==> src/rtl/bsg_mux_rr_pipe_if.sv <==
`default_nettype none
// ============================================================================
// Module   : bsg_mux_rr_pipe_if
// Brief    : N-channel producer side plus single consumer side of the rr mux.
// Revision : 1.0
// ============================================================================
interface bsg_mux_rr_pipe_if #(
  parameter int width_p   = 8,
  parameter int els_p     = 4,
  parameter int lg_els_lp = (els_p > 1) ? $clog2(els_p) : 1
);
  logic [els_p-1:0]              v_i;
  logic [els_p-1:0][width_p-1:0] data_i;
  logic [els_p-1:0]              last_i;
  logic [els_p-1:0]              ready_o;
  logic                          v_o;
  logic [width_p-1:0]            data_o;
  logic [lg_els_lp-1:0]          sel_o;
  logic                          last_o;
  logic                          ready_i;

  modport slave (
    input  v_i, data_i, last_i, ready_i,
    output ready_o, v_o, data_o, sel_o, last_o
  );

  modport master (
    output v_i, data_i, last_i, ready_i,
    input  ready_o, v_o, data_o, sel_o, last_o
  );
endinterface
`default_nettype wire

==> src/rtl/bsg_mux_rr_pipe.sv <==
`default_nettype none
// ============================================================================
// Module   : bsg_mux_rr_pipe
// Brief    : Registered round-robin N:1 valid/ready mux with optional packet lock.
// Revision : 1.0
// ============================================================================
module bsg_mux_rr_pipe #(
  parameter int width_p   = 8,
  parameter int els_p     = 4,
  parameter int locking_p = 0,
  parameter int lg_els_lp = (els_p > 1) ? $clog2(els_p) : 1
) (
  input  logic             clk_i,
  input  logic             reset_i,
  bsg_mux_rr_pipe_if.slave ch
);

  typedef enum logic [0:0] {
    LK_IDLE = 1'b0,
    LK_HOLD = 1'b1
  } lock_state_e;

  localparam logic [lg_els_lp:0] els_lp = (lg_els_lp+1)'(els_p);
  localparam logic [lg_els_lp:0] one_lp = (lg_els_lp+1)'(1);

  lock_state_e            lock_r, lock_n;
  logic [lg_els_lp-1:0]   lock_ch_r, lock_ch_n;
  logic [lg_els_lp-1:0]   ptr_r, ptr_n;
  logic [lg_els_lp-1:0]   grant;
  logic [lg_els_lp:0]     off, g_inc;
  logic [2*els_p-1:0]     v_rot;
  logic [els_p-1:0]       ready;
  logic                   can_accept, any_v, accept, grant_last;

  logic                   v_r, last_r;
  logic [width_p-1:0]     data_r;
  logic [lg_els_lp-1:0]   sel_r;

  assign can_accept = ~v_r | ch.ready_i;

  // Rotate valids so bit 0 is the pointer position; lowest set bit wins.
  always_comb begin
    v_rot = {ch.v_i, ch.v_i} >> ptr_r;
    off   = '0;
    any_v = 1'b0;
    for (int i = els_p - 1; i >= 0; i--) begin
      if (v_rot[i]) begin
        off   = (lg_els_lp+1)'(i);
        any_v = 1'b1;
      end
    end
    off = off + {1'b0, ptr_r};
    if (off >= els_lp) off = off - els_lp;
    grant = off[lg_els_lp-1:0];
    if (lock_r == LK_HOLD) begin
      grant = lock_ch_r;
      any_v = 1'b1;
    end
  end

  always_comb begin
    ready = '0;
    if (!reset_i && can_accept && any_v) ready[grant] = 1'b1;
  end

  assign accept     = |(ch.v_i & ready);
  assign grant_last = ch.last_i[grant];

  always_comb begin
    g_inc = {1'b0, grant} + one_lp;
    if (g_inc >= els_lp) g_inc = '0;
  end

  // Pointer advances past a packet only once its final beat is taken.
  always_comb begin
    lock_n    = lock_r;
    lock_ch_n = lock_ch_r;
    ptr_n     = ptr_r;
    if (accept) begin
      if (locking_p == 0 || grant_last) ptr_n = g_inc[lg_els_lp-1:0];
      if (locking_p != 0) begin
        if (grant_last) begin
          lock_n = LK_IDLE;
        end else begin
          lock_n    = LK_HOLD;
          lock_ch_n = grant;
        end
      end
    end
  end

  always_ff @(posedge clk_i) begin
    if (reset_i) begin
      lock_r    <= LK_IDLE;
      lock_ch_r <= '0;
      ptr_r     <= '0;
    end else begin
      lock_r    <= lock_n;
      lock_ch_r <= lock_ch_n;
      ptr_r     <= ptr_n;
    end
  end

  always_ff @(posedge clk_i) begin
    if (reset_i) begin
      v_r    <= 1'b0;
      data_r <= '0;
      sel_r  <= '0;
      last_r <= 1'b0;
    end else if (accept) begin
      v_r    <= 1'b1;
      data_r <= ch.data_i[grant];
      sel_r  <= grant;
      last_r <= grant_last;
    end else if (ch.ready_i) begin
      v_r    <= 1'b0;
    end
  end

  assign ch.ready_o = ready;
  assign ch.v_o     = v_r;
  assign ch.data_o  = data_r;
  assign ch.sel_o   = sel_r;
  assign ch.last_o  = last_r;

endmodule
`default_nettype wire

==> src/flat_wrapper.sv <==
// flat-port wrapper written by rule: the top's interface ports become plain ports
module bsg_mux_rr_pipe_flat 
#(
  parameter int width_p   = 8,
  parameter int els_p     = 4,
  parameter int locking_p = 0,
  parameter int lg_els_lp = (els_p > 1) ? $clog2(els_p) : 1
)
  (clk_i, reset_i, ch_v_i, ch_data_i, ch_last_i, ch_ready_i, ch_ready_o, ch_v_o, ch_data_o, ch_sel_o, ch_last_o);
  bsg_mux_rr_pipe_if #(.width_p(width_p), .els_p(els_p), .lg_els_lp(lg_els_lp)) ch_i ();
  input  logic clk_i;
  input  logic reset_i;
  input wire logic [$bits(ch_i.v_i)-1:0] ch_v_i;
  input wire logic [$bits(ch_i.data_i)-1:0] ch_data_i;
  input wire logic [$bits(ch_i.last_i)-1:0] ch_last_i;
  input wire logic [$bits(ch_i.ready_i)-1:0] ch_ready_i;
  output wire logic [$bits(ch_i.ready_o)-1:0] ch_ready_o;
  output wire logic [$bits(ch_i.v_o)-1:0] ch_v_o;
  output wire logic [$bits(ch_i.data_o)-1:0] ch_data_o;
  output wire logic [$bits(ch_i.sel_o)-1:0] ch_sel_o;
  output wire logic [$bits(ch_i.last_o)-1:0] ch_last_o;
  assign ch_i.v_i = ch_v_i;
  assign ch_i.data_i = ch_data_i;
  assign ch_i.last_i = ch_last_i;
  assign ch_i.ready_i = ch_ready_i;
  assign ch_ready_o = ch_i.ready_o;
  assign ch_v_o = ch_i.v_o;
  assign ch_data_o = ch_i.data_o;
  assign ch_sel_o = ch_i.sel_o;
  assign ch_last_o = ch_i.last_o;
  bsg_mux_rr_pipe #(.width_p(width_p), .els_p(els_p), .locking_p(locking_p), .lg_els_lp(lg_els_lp)) u_core (.clk_i(clk_i), .reset_i(reset_i), .ch(ch_i));
endmodule
==> config.mk <==
export PLATFORM = sky130hd
export DESIGN_NAME = bsg_mux_rr_pipe_flat
export DESIGN_NICKNAME = d
export VERILOG_FILES = /design/src/rtl/bsg_mux_rr_pipe_if.sv /design/src/rtl/bsg_mux_rr_pipe.sv /design/src/flat_wrapper.sv
export SDC_FILE = /design/constraint.sdc
export NUM_CORES = 1
export LEC_CHECK = 0
export BUFFER_PORTS_ARGS = -buffer_cell sky130_fd_sc_hd__buf_2
export CORE_MARGIN = 4
export CORE_UTILIZATION = 40
export DETAILED_ROUTE_END_ITERATION = 10
export GPL_TIMING_DRIVEN = 0
export PLACE_DENSITY_LB_ADDON = 0.05
export SLEW_MARGIN = 5
export SYNTH_ARGS = -nofsm -noshare
export SYNTH_HDL_FRONTEND = slang
export SYNTH_SLANG_ARGS = --single-unit
export TNS_END_PERCENT = 100
==> constraint.sdc <==
create_clock -name clk_i -period 4.9 [get_ports clk_i]
set_input_delay 0.245 -clock clk_i [delete_from_list [all_inputs] [get_ports clk_i]]
set_output_delay 0.245 -clock clk_i [all_outputs]
set_load 0.02 [all_outputs]
; After elaboration in Yosys (flattened, before gate mapping)
; Cells that the tools add are included.
[classes]
addsub = 3
n_lt_le_gt_ge = 4
shifts = 1
n_mux = 19
bitwise = 3
reduce_logical = 6
[ops]
columns = cell, n
row1 = 8-bit binary-select mux with 2-bit select, 1
row2 = 3-bit 2-to-1 mux, 3
row3 = 1-bit 2-to-1 mux, 8
row4 = 8-bit 2-to-1 mux, 1
row5 = 8-bit by 2-bit >> shifter with 4-bit output, 1
row6 = "3-bit greater-or-equal comparator, second input constant", 2
row7 = 2-bit 2-to-1 mux, 3
row8 = 4-bit bitwise AND, 1
row9 = 4-bit 2-to-1 mux, 1
row10 = 4-bit OR reduction, 1
row11 = "2-bit by 1-bit adder with 3-bit output, second input constant", 1
row12 = 3-bit by 2-bit adder with 3-bit output, 1
row13 = 1-bit logical AND, 3
row14 = "2-bit by 3-bit less-than comparator with 1-bit output, second input constant", 1
row15 = 1-bit binary-select mux with 2-bit select, 1
row16 = 1-bit demux with 2-bit select, 1
row17 = "2-bit by 1-bit greater-or-equal comparator with 1-bit output, second input constant", 1
row18 = 2-bit nonzero test, 1
row19 = "2-bit by 1-bit subtractor with 2-bit output, second input constant", 1
row20 = 1-bit logical NOT, 1
row21 = 1-bit inverter, 1
row22 = 1-bit OR, 1
[totals]
register_bits = 14
input_bits = 43
output_inout_bits = 16
word_cells = 41

; Depth between registers and ports, before layout
; Gate-level depths: netlist of the first run.
[logic_depth]
depth_word = 16
mapped_depth = 18

; Worst setup path after synthesis of the first run
; Ideal clock, no wire load.
[synth_timing]
path_kind = register to register
startpoint = register u_core.ptr_r[0]
endpoint = register u_core.data_r[0], in the netlist u_core.ch.data_o[0]
arrival_time_ns = 3.348
t_required_ns = 4.779
slack_ns = 1.431
stages_incl_launch_ff = 18
path_buffers = 3
synth_period_minus_slack_ns = 3.469
path_cell_list = dfxtp_1 > buf_6 > nor2_1 > a221oi_1 > o21ai_0 > ha_1 > xnor2_1 > xnor2_2 > buf_6 > inv_1 > ha_1 > and2_1 > a21oi_1 > nand2_1 > mux2_2 > nand3_2 > buf_6 > mux2_2
[synth_via]
elab_chain_cells = 15
[synth_lines]
columns = item, line_no
row1 = from (decl), bsg_mux_rr_pipe.sv:28  ; logic [lg_els_lp-1:0] ptr_r, ptr_n;
row2 = from (signal assigned), bsg_mux_rr_pipe.sv:100  ; ptr_r <= ptr_n;
row3 = 8-bit by 2-bit >> shifter with 4-bit output, bsg_mux_rr_pipe.sv:43  ; v_rot = {ch.v_i, ch.v_i} >> ptr_r;
row4 = 2-bit 2-to-1 mux, bsg_mux_rr_pipe.sv:47  ; if (v_rot[i]) begin
row5 = 3-bit 2-to-1 mux (3 in series), bsg_mux_rr_pipe.sv:47
row6 = 3-bit by 2-bit adder with 3-bit output, bsg_mux_rr_pipe.sv:52  ; off = off + {1'b0, ptr_r};
row7 = 3-bit greater-or-equal comparator / 2-bit by 1-bit subtractor with 2-bit output (equally long branches), bsg_mux_rr_pipe.sv:53  ; if (off >= els_lp) off = off - els_lp;
row8 = 2-bit 2-to-1 mux, bsg_mux_rr_pipe.sv:53
row9 = 2-bit by 3-bit less-than comparator with 1-bit output (implied by the code) / 2-bit by 1-bit greater-or-equal comparator with 1-bit output (equally long branches), bsg_mux_rr_pipe.sv:63  ; if (!reset_i && can_accept && any_v) ready[grant] = 1'b1;
row10 = 1-bit logical AND (implied by the code), bsg_mux_rr_pipe.sv:63
row11 = 1-bit 2-to-1 mux (implied by the code), bsg_mux_rr_pipe.sv:63
row12 = 1-bit demux with 2-bit select, n/a
row13 = 4-bit 2-to-1 mux, bsg_mux_rr_pipe.sv:63
row14 = 4-bit bitwise AND, bsg_mux_rr_pipe.sv:66  ; assign accept = |(ch.v_i & ready);
row15 = 4-bit OR reduction, bsg_mux_rr_pipe.sv:66
row16 = to (signal assigned), bsg_mux_rr_pipe.sv:112  ; data_r <= ch.data_i[grant];
row17 = to (decl), bsg_mux_rr_pipe.sv:36  ; logic [width_p-1:0] data_r;
; Several ways; a longest one is shown, not always the timed one. The select of a mux whose other input is x is not followed.
; A chain may end at the register's enable or synchronous reset.

; Worst setup path after layout of the first run
[layout_timing]
startpoint = register u_core.ptr_r[0]
endpoint = register u_core.data_r[3], in the netlist u_core.ch.data_o[3]
; The elaborated chain is that of the path after synthesis.

==> results_dict.tcl, run 1 <==
set metrics [dict create \
    area.growth.synth_to_final_pct 29.5 \
    fmax_mhz 254 \
    drv_slew 0 \
    avgRoutedWirePerCell_microns 13.7 \
    dr.pass1.iters 4 \
    cp.arrival_ns 4.10 \
    synth-edff-count 0 \
    antenna_found_initial 0 \
    synth_ff_type "dfxtp_1" \
    status "finished clean" \
    gp_congestion 0.757 \
    setup.worst_path.class "reg -> reg" \
    placeableCoreArea_sq_um 2810 \
    worst_pin_slew_ns 0.626 \
    regArea_sq_um 280 \
    layout_commonest_cell "buf_2" \
    synthCells 117 \
    cts_buffer_depth 2 \
    cts_tree "done" \
    synth.ff_latch_count 14 \
    ir_drop_v 0.000320 \
    hold_path.class "in -> reg" \
    multiInputGateArea_sq_um 818 \
    max_cap_viol_count 0 \
    initialDrtViolationCount 54 \
    ctsHoldBuffers 0 \
    p_leak_nw 0.752 \
    hold_ws_ns 0.284 \
    finClkSkew_ns 0.00557 \
    grt_pass1_wl_microns 4710 \
    wl_microns 2830 \
    fin_crit_ns 3.94 \
    start_kind "flop" \
    die_area_sq_um 3900 \
    portBuffers 55 \
    power_mw 0.877 \
    grt_max_degree 11 \
    synth_area_per_cell_sq_um 10.1 \
    clkTransAtPathRegs_ns 0.08 \
    synth_cell_type_count 36 \
    initial_core_util_pct 42.3 \
    fin_crit_sh_pct 80.3 \
    cts_buffers 3 \
    syn_nets 163 \
    relSlewSlack_pct 58.3 \
    clk_latency_ns 0.27 \
    first_global_vias 1122 \
    cp-end-kind "flop" \
    mostFrequentLayoutCells "55 x buf_2, 14 x dfxtp_1, 11 x mux2_2" \
    ant_nets 0 \
    netlist_area_sq_um 1190 \
    finalHoldViolCount 0 \
    worst-path-max-fanout 10 \
    vias 1105 \
    postCtsSetupRepairBufs 0 \
    die_h_microns 62.5 \
    rows 19 \
    ys_seq_area_share_pct 23.6 \
    grt_overflow 0 \
    num_antenna_cells 0 \
    clock-sinks 14 \
    cts_resized 0 \
    async_flop_share_pct 0 \
    rsz0062_at_grt "false" \
    ys_warn_count 0 \
    groute.usage.overall_pct 14.8 \
    chipWidth_microns 62.5 \
    viasPerCell 5.34 \
    cts_max_level 1 \
    setup-violations-final 0 \
    critPathRequiredTime_ns 5.07 \
    route.detailed.drc 0 \
    setup_tns_ns 0 \
    dp_hpwl_microns 2300 \
    n_fill_cell 270 \
    power.density_nw_per_um2 571 \
    drive_gt1_share_pct 47.7 \
    layout.nets 223 \
    ios 59 \
    cts_root_buf "clkbuf_4" \
]
[cell type report]
type	count	share of cell area, %
Buffer	9	4.48
Tap cell	31	2.52
Multi-Input combinational cell	89	53.3
Timing Repair Buffer	55	17.9
Inverter	5	1.22
Sequential cell	14	18.2
Clock buffer	4	2.36
[logic make-up after synthesis]
group / synth area share [%]
mux: 32.4
buf+inv: 7.38
xor+xnor: 2.85
fa+ha+maj: 3.16
compound gates: 10.9
simple gates: 19.7
flops: 23.6
[registers in the layout (all words and copies together), names as in the netlist]
signal            flops
u_core.ch.v_o         1
u_core.ch.last_o      1
u_core.ch.data_o      8
u_core.ptr_r          2
u_core.ch.sel_o       2
[per-stage QoR]
step | worst slack (ns) | area (sq um) | instances | util, %
finish | 0.964 | 1540 | 207 | 54.8
global route | 0.638 | 1540 | 207 | 54.8
floorplan | 1.43 | 1190 | 117 | -
global placement | 1.05 | 1500 | 203 | 53.5
CTS | 0.983 | 1540 | 207 | 54.8
detailed placement | 1.00 | 1500 | 203 | 53.5
[worst paths after layout]
path / from / to / slack [ns] / cells after the start
max: u_core.ptr_r[0]$_SDFFE_PP0P_ / u_core.ch.data_o[3]$_SDFFE_PP0P_ / 0.96 / 17
min: ch_ready_i / u_core.ch.v_o$_SDFFE_PP0P_ / 0.28 / 3
max reg2reg: u_core.ptr_r[0]$_SDFFE_PP0P_ / u_core.ch.data_o[3]$_SDFFE_PP0P_ / 0.96 / 17
min reg2reg: u_core.ch.sel_o[1]$_SDFFE_PP0P_ / u_core.ch.sel_o[1]$_SDFFE_PP0P_ / 0.48 / 2
[power breakdown]
| group | internal, mW | leakage (nW) | switching (mW) |
|---|---|---|---|
| sequential | 0.155 | 0.116 | 0.0182 |
| clock | 0.0451 | 0.0210 | 0.0377 |
| combinational | 0.311 | 0.616 | 0.310 |
| total | 0.511 | 0.752 | 0.366 |
[Yosys cell counts (all sizes together) (3+ instances only)]
| master | count | share of area, % |
|---|---|---|
| nor2b | 10 | 5.3 |
| clkbuf | 4 | 1.4 |
| nand2b | 6 | 3.2 |
| inv | 5 | 1.6 |
| nand2 | 5 | 1.6 |
| mux4 | 9 | 19 |
| dfxtp | 14 | 24 |
| mux2 | 12 | 11 |
| ha | 3 | 3.2 |
| a21oi | 5 | 2.1 |
| buf | 5 | 4.4 |
| nor2 | 10 | 3.2 |
| nor3 | 4 | 1.7 |
| nand3 | 4 | 2.1 |
[worst max-delay path, stage by stage, from the launching register on]
cell      delay (ns)
dfxtp_1         0.41
buf_6           0.16
nor2_1          0.05
a221oi_1        0.27
o21ai_0         0.15
ha_1            0.24
xnor2_1         0.38
xnor2_2         0.22
buf_6           0.20
inv_1           0.06
ha_1            0.22
and2_1          0.18
a21oi_1         0.27
nand2_1         0.10
mux2_2          0.29
nand3_2         0.12
buf_6           0.17
mux2_2          0.35
[layer usage]
layer | share of wire, % | routed length (microns) | GRT usage [%]
met5 | 0 | 0 | 0
met1 | 40 | 1140 | 16.1
met4 | 0.71 | 20 | 4.96
met3 | 6.0 | 170 | 2.52
met2 | 53 | 1500 | 28.4
Power figures use the tool's default switching activity.
==> inputs of run 2 (changes only) <==
--- a/config.mk
+++ b/config.mk
@@ -5,6 +5,7 @@
 export SDC_FILE = /design/constraint.sdc
 export NUM_CORES = 1
 export LEC_CHECK = 0
+export ABC_AREA = 1
 export BUFFER_PORTS_ARGS = -buffer_cell sky130_fd_sc_hd__buf_2
 export CORE_MARGIN = 4
 export CORE_UTILIZATION = 40
==> constraint.sdc (replaced) <==
create_clock -name clk_i -period 3.4 [get_ports clk_i]
set_input_delay 0.17 -clock clk_i [delete_from_list [all_inputs] [get_ports clk_i]]
set_output_delay 0.17 -clock clk_i [all_outputs]
set_load 0.02 [all_outputs]
==> results_dict.tcl, run 2 <==
set metrics [dict create \
    status "finished clean" \
    stdcell_area_sq_um 1570 \
    dpl_cell_area_sq_um 1530 \
    cp-end-kind "flop" \
    synth_top_area_cell "dfxtp_1" \
    area.growth.synth_to_final_pct 30.4 \
    portBuffers 58 \
    max_cap_viol_count 0 \
    synth.ff_latch_count 14 \
    ys_seq_area_share_pct 23.4 \
    drive_gt1_share_pct 31.4 \
    power.density_nw_per_um2 1330 \
    clkTransAtPathRegs_ns 0.09 \
    num_antenna_cells 0 \
    gp_congestion 0.776 \
    crit_chain "inv_2 > nand2_1 > nand3_1 > nand2_1 > nand3_1 > a21boi_0 > ha_1 > xor2_1 > inv_1 > nand3_1 > nand2_2 > buf_6 > inv_2 > ha_1 > inv_1 > nor2_2 > nand2_1 > nand2_2 > nor2_4 > buf_6 > nand2_1 > nand2_1 > nor2_1" \
    rows 19 \
    fin_ws_ns 0.431 \
    worst_pin_slew_ns 0.464 \
    synth_ff_type "dfxtp_1" \
    ios 59 \
    ctsHoldBuffers 0 \
    layout.nets 318 \
    synth_common_cells "70 x nand2_1, 37 x nor2_1, 22 x inv_1, 14 x dfxtp_1, 12 x nand3_1" \
    synth_area_per_cell_sq_um 5.74 \
    dp_hpwl_microns 2620 \
    hold_ws_ns 0.0803 \
    synth.top_cell.area_share_pct 23.4 \
    postCtsSetupRepairBufs 0 \
    antenna_found_initial 0 \
    synthCells 209 \
    cts_root_buf "clkbuf_4" \
    cts_tree "done" \
    ys_warn_count 0 \
    ant_nets 0 \
    synth-edff-count 0 \
    finClkSkew_ns 0.00717 \
    reg2reg_slack_ns 0.43 \
    async_flop_share_pct 0 \
    synth_cell_type_count 24 \
    grt_overflow 0 \
    first_global_vias 1340 \
    wl_microns 3160 \
    worst-path-max-fanout 10 \
    path_common_cell "nand2_1" \
    rsz0062_at_grt "false" \
    largest_register_ff_count 8 \
    grt_pass1_wl_microns 5350 \
    cts_buffer_depth 2 \
    yosysMostFrequentCell "nand2_1" \
    die_h_microns 62.8 \
    groute.usage.overall_pct 16.4 \
    synth.area.top_cells "dfxtp_1 23%, nand2_1 22%, nor2_1 12%" \
    dp.cells 298 \
    hold_path.class "in -> reg" \
    syn_nets 255 \
    avgRoutedWirePerCell_microns 10.5 \
    dr.pass1.iters 4 \
    cts_max_level 1 \
    viasPerCell 4.71 \
    netlist_area_sq_um 1200 \
    cts_resized 0 \
    initialDrtViolationCount 37 \
    setup.worst_path.class "reg -> reg" \
    drv_slew 0 \
    p_leak_nw 0.926 \
    finalHoldViolCount 0 \
    relSlewSlack_pct 69.0 \
    cp_slowest_cell "dfxtp_1" \
    cp.arrival_ns 3.18 \
    mostFrequentLayoutCells "70 x nand2_1, 59 x buf_2, 37 x nor2_1" \
    die_area_sq_um 3940 \
    route.detailed.drc 0 \
    n_fill_cell 328 \
    vias 1421 \
    cts_buffers 3 \
    ir_drop_v 0.000626 \
    initial_core_util_pct 42.8 \
    grt_max_degree 11 \
    clk_latency_ns 0.28 \
    chipWidth_microns 62.8 \
    crit_path_max_incr_delay_ns 0.46 \
    fin_crit_sh_pct 87.3 \
    placeableCoreArea_sq_um 2810 \
    start_kind "flop" \
    clock-sinks 14 \
    fin_crit_ns 2.97 \
    critPathRequiredTime_ns 3.61 \
    setup_tns_ns 0 \
    final_cells 302 \
    dp_slack_ns 0.435 \
    layout_commonest_cell "nand2_1" \
    fmax_mhz 337 \
    setup-violations-final 0 \
]
[run 2: final timing paths]
path,startpoint,endpoint,cells after the start
worst max-delay path,u_core.ptr_r[0]$_SDFFE_PP0P_,u_core.ch.data_o[0]$_SDFFE_PP0P_,23
worst min-delay path,reset_i,u_core.ch.sel_o[1]$_SDFFE_PP0P_,2
worst max register to register,u_core.ptr_r[0]$_SDFFE_PP0P_,u_core.ch.data_o[0]$_SDFFE_PP0P_,23
worst min register to register,u_core.ch.sel_o[1]$_SDFFE_PP0P_,u_core.ch.sel_o[1]$_SDFFE_PP0P_,2
[run 2: through the flow]
stage | total power, mW | util, %
detailed placement | 1.99 | 54.5
CTS | 2.12 | 55.8
global placement | 1.99 | 54.5
floorplan | 1.60 | -
finish | 2.08 | 55.8
global route | 2.35 | 55.8
[run 2: layer usage]
| layer | GRT usage [%] | vias to the layer above | wire length [microns] |
|---|---|---|---|
| li1 | - | 770 | - |
| met1 | 17.5 | 609 | 1350 |
| met3 | 4.86 | 2 | 205 |
| met5 | 0 | - | 0 |
| met2 | 31.8 | 40 | 1590 |
| met4 | 2.48 | 0 | 14 |
[run 2: final cells by class]
class                   instances  area [sq um]  share of cell area, %
well taps                      31          38.8                   2.48
repair buffers                 58           290                   18.5
flip-flops and latches         14           280                   17.9
plain buffers                   9          57.6                   3.68
clock buffers                   4          36.3                   2.32
inverters                      26          97.6                   6.24
multi-input cells             160           764                   48.8
[run 2: worst max-delay path, delay by kind of cell, from the launching register on]
kind / cells / cell delay, ns
AOI/OAI and AO/OA: 1 / 0.23
xor gates and xnor gates: 1 / 0.18
adders and majority gates: 2 / 0.36
buffers and inverters: 6 / 0.58
DFF: 1 / 0.46
and+or+nand+nor: 13 / 1.08
[run 2: power breakdown]
group          leakage [nW]  internal [mW]  total, mW  switching [mW]
Sequential            0.115          0.241      0.288          0.0464
Combinational         0.790          0.622       1.68            1.05
Clock                0.0210         0.0651      0.119          0.0541
Total                 0.926          0.928       2.08            1.15
[run 2: kinds of logic after synthesis]
group	after synthesis	share of synthesized area [%]
and+or+nand+nor	138	49.3
xor gates and xnor gates	1	0.730
buffers and inverters	35	12.9
DFF	14	23.4
adders and majority gates	3	3.13
AOI/OAI and AO/OA	18	10.5
